<file path="src/rtl/occupancy_arbiter.sv">
// Round-robin arbiter sharing one up/down occupancy counter between several requesters.
// Keeps a shadow count so a grant can never push the counter past full or below empty.
module occupancy_arbiter #(
    parameter int N_REQ      = 4,
    parameter int CNT_W      = 3,
    parameter int MAX_CNT    = 7,
    parameter int SETTLE_CYC = 2
) (
    input  logic             i_clk,
    input  logic             i_mr_n,
    input  logic [N_REQ-1:0] i_req,
    input  logic [N_REQ-1:0] i_dir,
    output logic [N_REQ-1:0] o_gnt,
    output logic             o_up,
    output logic             o_down,
    output logic [CNT_W-1:0] o_cnt,
    output logic             o_ef,
    output logic             o_ff,
    output logic             o_busy
);

    localparam int PTR_W = (N_REQ > 1) ? $clog2(N_REQ) : 1;
    localparam int SET_W = (SETTLE_CYC > 1) ? $clog2(SETTLE_CYC) : 1;

    localparam logic [CNT_W-1:0] FULL_CNT    = CNT_W'(MAX_CNT);
    localparam logic [SET_W-1:0] LAST_SETTLE = SET_W'(SETTLE_CYC - 1);
    localparam logic [PTR_W-1:0] LAST_REQ    = PTR_W'(N_REQ - 1);

    typedef enum logic [1:0] {
        IDLE   = 2'd0,
        GRANT  = 2'd1,
        SETTLE = 2'd2
    } state_t;

    state_t r_state;
    state_t w_nextState;

    logic [PTR_W-1:0] r_ptr;
    logic [PTR_W-1:0] r_winner;
    logic             r_winDir;
    logic [CNT_W-1:0] r_cnt;
    logic [SET_W-1:0] r_settle;

    logic [N_REQ-1:0] w_elig;
    logic             w_notFull;
    logic             w_notEmpty;
    logic             w_any;
    logic [PTR_W-1:0] w_winner;

    assign w_notFull  = (r_cnt != FULL_CNT);
    assign w_notEmpty = (r_cnt != '0);

    // A request only counts if the shadow count can absorb its step; others just stay pending.
    assign w_elig = i_req & ((i_dir & {N_REQ{w_notFull}}) | (~i_dir & {N_REQ{w_notEmpty}}));
    assign w_any  = |w_elig;

    // Scanning from the far end down lets the nearest eligible index at or after the pointer win.
    always_comb begin
        w_winner = r_ptr;
        for (int k = N_REQ - 1; k >= 0; k--) begin
            if (w_elig[(int'(r_ptr) + k) % N_REQ]) begin
                w_winner = PTR_W'((int'(r_ptr) + k) % N_REQ);
            end
        end
    end

    always_ff @(posedge i_clk or negedge i_mr_n) begin
        if (!i_mr_n) begin
            r_state <= IDLE;
        end else begin
            r_state <= w_nextState;
        end
    end

    always_comb begin
        w_nextState = r_state;
        case (r_state)
            IDLE: begin
                if (w_any) begin
                    w_nextState = GRANT;
                end
            end
            GRANT: begin
                w_nextState = SETTLE;
            end
            SETTLE: begin
                if (r_settle == LAST_SETTLE) begin
                    w_nextState = IDLE;
                end
            end
            default: begin
                w_nextState = IDLE;
            end
        endcase
    end

    // The shadow count moves on the decision edge so the new value is visible during the grant cycle.
    always_ff @(posedge i_clk or negedge i_mr_n) begin
        if (!i_mr_n) begin
            r_ptr    <= '0;
            r_winner <= '0;
            r_winDir <= 1'b0;
            r_cnt    <= '0;
            r_settle <= '0;
        end else begin
            case (r_state)
                IDLE: begin
                    if (w_any) begin
                        r_winner <= w_winner;
                        r_winDir <= i_dir[w_winner];
                        r_ptr    <= (w_winner == LAST_REQ) ? '0 : w_winner + 1'b1;
                        r_cnt    <= i_dir[w_winner] ? r_cnt + 1'b1 : r_cnt - 1'b1;
                    end
                end
                GRANT: begin
                    r_settle <= '0;
                end
                SETTLE: begin
                    r_settle <= r_settle + 1'b1;
                end
                default: begin
                end
            endcase
        end
    end

    always_comb begin
        o_gnt  = '0;
        o_up   = 1'b0;
        o_down = 1'b0;
        o_busy = 1'b0;
        case (r_state)
            GRANT: begin
                o_gnt  = N_REQ'(1) << r_winner;
                o_up   = r_winDir;
                o_down = ~r_winDir;
                o_busy = 1'b1;
            end
            SETTLE: begin
                o_busy = 1'b1;
            end
            default: begin
            end
        endcase
    end

    assign o_cnt = r_cnt;
    assign o_ef  = (r_cnt == '0);
    assign o_ff  = (r_cnt == FULL_CNT);

endmodule
</file>
<file path="config.mk">
export PLATFORM = sky130hd
export DESIGN_NAME = occupancy_arbiter
export DESIGN_NICKNAME = d
export VERILOG_FILES = /design/src/rtl/occupancy_arbiter.sv
export SDC_FILE = /design/constraint.sdc
export NUM_CORES = 1
export LEC_CHECK = 0
export BUFFER_PORTS_ARGS = -buffer_cell sky130_fd_sc_hd__buf_2
export CORE_MARGIN = 3
export CORE_UTILIZATION = 30
export DETAILED_ROUTE_END_ITERATION = 7
export GPL_ROUTABILITY_DRIVEN = 0
export PLACE_DENSITY = 0.52
export SETUP_SLACK_MARGIN = 0.2
export SLEW_MARGIN = 25
export SYNTH_ARGS = -nofsm -noshare
export SYNTH_HDL_FRONTEND = slang
export SYNTH_SLANG_ARGS = --single-unit
</file>
<file path="constraint.sdc">
create_clock -name i_clk -period 8.1 [get_ports i_clk]
set_input_delay 0 -clock i_clk [delete_from_list [all_inputs] [get_ports i_clk]]
set_output_delay 0 -clock i_clk [all_outputs]
set_load 0.01 [all_outputs]
</file>
==> impl_metrics.toml <==
[run_status]
run_status = "finished clean"

[sta]
highest_attainable_clock_frequency_mhz = 326
worst_slew_slack_as_a_fraction_of_its_limit = 0.478
finalCriticalPeriod_ns = 3.07
maximum_clock_skew_at_final_layout_ns = 0.00100
timing.setup.tns_ns = 0
hold_viol_final = 0
worstMarginPinSlew_ns = 0.781
maxSlewViolCount = 0
timing.final.setup_violations = 0
finalCritPeriodShare = 0.379
unrepaired_setup_endpoints_after_global_routing = "false"
whs_ns = 0.126

[finish]
most_frequent_standard_cell_in_the_layout_excluding_fill_and_tap_cells = "sky130_fd_sc_hd__buf_2"
commonest_cells_after_routing_fill_and_taps_aside = "sky130_fd_sc_hd__buf_2 (21), sky130_fd_sc_hd__nand2_1 (11), sky130_fd_sc_hd__dfrtp_1 (11)"
final_non_filler_cells = 136
final_area_um2 = 975
antennaDiodeCount = 0
signed_area_change_from_the_synthesized_netlist_to_the_final_layout_pct = 18.6
finish.net_count = 121
layout_cells_sized_above_1 = 0.321

[drt]
route.detailed.drc = 0
drt-pass1-iter-count = 4
vias = 678
detail_route.vias_per_cell = 4.99
avgRoutedWirePerCell_um = 12.5
routed_wl_um = 1690
drtAntennaViolNets = 0
drt_iter0_markers = 31

[logic_synthesis]
post_synth_inst_count = 83
ys_seq_area_frac = 0.335
syn_nets = 97
synth-warning-count = 0
synth_area_um2 = 822
ys_seq_elements = 11
synth.distinct_cells = 34
synthesis.area_per_instance_um2 = 9.90

[placed_design]
placed_cells_incl_taps = 131
place.detailed.hpwl_um = 1330
port-buffer-count = 21
place_area_um2 = 938

[clock_network]
tritoncts.num_buffers = 3
clock_slew_at_the_register_clock_pins_of_the_worst_setup_and_hold_paths_ns = 0.07
cts_root_buf = "sky130_fd_sc_hd__clkbuf_4"
numClockSinks = 11
cts.htree.levels = 1
clk_latency_ns = 0.26
clk_path_buf_depth = 2
cts_tree = "built"

[power_and_ir_drop]
power_switching_share = 0.449
post-layout-total-power_mw = 0.394
p_int_mw = 0.217
power.leakage_nw = 0.468
p_per_area_mw_per_mm2 = 404
p_sw_mw = 0.177
pwr-share-clk = 0.094
comb_power_share = 0.604
vdd.ir_drop.worst_uv = 170
p_seq_frac = 0.302

[flow_run]
max_cap_viol_count = 0

[floorplan]
dieArea_mm2 = 0.00340
floorplan.core_area_mm2 = 0.00254
initial_core_util = 0.323
die_height_um = 58.3
ios = 22
die_w_um = 58.3
row_count = 18

[global_route]
first_pass_grt_wire_length_um = 2990
grt_usage = 0.114
grt.overflow.total = 0
grt_pass1_vias = 659
antenna_found_initial = 0
largest_net_degree_at_the_start_of_global_routing = 12

[critical_path]
path_max_fanout = 9
worst_setup_path_start_kind = "flip-flop"
crit_arrival_ns = 3.25
critPathCaptureType = "flip-flop"
timing.setup.critical_path_class = "reg -> reg"
timing.critical_path.required_ns = 8.29

[min_path]
worst_min_path_class = "in -> async"
-- worst max-delay path, stage by stage (launching register included) --
cell and delay [ns]:
sky130_fd_sc_hd__dfrtp_1 0.47, sky130_fd_sc_hd__or3_1 0.53, sky130_fd_sc_hd__o211ai_4 0.26, sky130_fd_sc_hd__a21o_1 0.14, sky130_fd_sc_hd__o21ai_1 0.09, sky130_fd_sc_hd__a221oi_4 0.32
sky130_fd_sc_hd__mux2i_2 0.36, sky130_fd_sc_hd__xnor2_1 0.10, sky130_fd_sc_hd__ha_1 0.20, sky130_fd_sc_hd__nor2_1 0.09, sky130_fd_sc_hd__nand2_1 0.06, sky130_fd_sc_hd__mux2i_1 0.19
sky130_fd_sc_hd__xor2_1 0.17
-- state kept, by name, indices dropped and copies added (netlist names) --
register	cells
r_state	2
r_winner	2
r_settle	1
r_ptr	2
o_cnt	3
r_winDir	1
-- repair_timing --
| item | 4_1_cts | 5_1_grt |
|---|---|---|
| hold buffers | 1 | 0 |
| resized for setup | 0 | 0 |
| hold endpoints to repair | 11 | 0 |
| setup buffers | 0 | 0 |
-- power by group through the flow --
stage / Combinational (mW) / Sequential (mW) / Clock, mW
finish: 0.238 / 0.119 / 0.0372
detailed placement: 0.240 / 0.121 / 0
global placement: 0.237 / 0.118 / 0
floorplan: 0.196 / 0.113 / 0
global route: 0.269 / 0.126 / 0.0423
CTS: 0.243 / 0.119 / 0.0395
-- synth_stat cells (all sizes together) --
library cell / n / area (µm²)
dfrtp: 11 / 275
nand2: 11 / 41.3
nor2: 6 / 22.5
a21oi: 4 / 20.0
ha: 4 / 50.1
inv: 4 / 15.0
mux2: 4 / 45.0
mux2i: 4 / 43.8
nor2b: 4 / 25.0
o21ai: 4 / 20.0
buf: 2 / 22.5
nand4: 2 / 12.5
nor3: 2 / 10.0
o211ai: 2 / 33.8
o21a: 2 / 15.0
xnor2: 2 / 17.5
xor2: 2 / 17.5
a21o: 1 / 7.51
a221oi: 1 / 26.3
and2: 1 / 6.26
and3: 1 / 6.26
clkbuf: 1 / 3.75
nor3b: 1 / 7.51
o211a: 1 / 10.0
o21ba: 1 / 10.0
o221a: 1 / 20.0
o221ai: 1 / 15.0
o22a: 1 / 10.0
o22ai: 1 / 6.26
or3: 1 / 6.26
-- cell families after synthesis --
| kind of cell | after synthesis | synth area share |
|---|---|---|
| AOI/OAI and AO/OA | 20 | 0.236 |
| xor gates and xnor gates | 4 | 0.0426 |
| adders and majority gates | 4 | 0.0609 |
| buffers and inverters | 7 | 0.0502 |
| DFF | 11 | 0.335 |
| muxes | 8 | 0.108 |
| and+or+nand+nor | 29 | 0.167 |
-- routing by layer --
| layer | global-route usage | up-vias | wire length (µm) |
|---|---|---|---|
| met2 | 0.163 | 16 | 764 |
| met1 | 0.166 | 318 | 829 |
| met3 | 0.0197 | 2 | 87 |
| li1 | - | 342 | - |
| met4 | 0.0497 | 0 | 13 |
| met5 | 0 | - | 0 |
-- final timing paths --
kind,from,endpoint,slack (ns),depth (start not counted)
hold / removal,i_mr_n,r_state[1]$_DFFE_PN0P_,0.13,2
max in group asynchronous,i_mr_n,o_cnt[0]$_DFFE_PN0P_,7.77,2
min in group i_clk,i_req[1],r_winner[0]$_DFFE_PN0P_,0.27,5
hold reg to reg,r_settle$_DFFE_PN0P_,r_settle$_DFFE_PN0P_,0.51,1
setup reg to reg,o_cnt[1]$_DFFE_PN0P_,o_cnt[2]$_DFFE_PN0P_,5.03,12
setup / recovery,o_cnt[1]$_DFFE_PN0P_,o_cnt[2]$_DFFE_PN0P_,5.03,12
-- area by class of cell --
cell class              count  area [µm²]
fillers                   267        1570
repair buffers             22         115
flip-flops and latches     11         275
clock buffers               4        26.3
inverters                   4        15.0
well taps                  30        37.5
multi-input cells          65         505
-- through the flow --
step,util,worst slack (ns)
after global placement,0.369,5.07
after detailed placement,0.369,5.04
after global routing,0.383,4.79
final,0.383,5.03
after floorplan,-,5.29
after CTS,0.383,5.01
(Power assumes the default switching activity.)
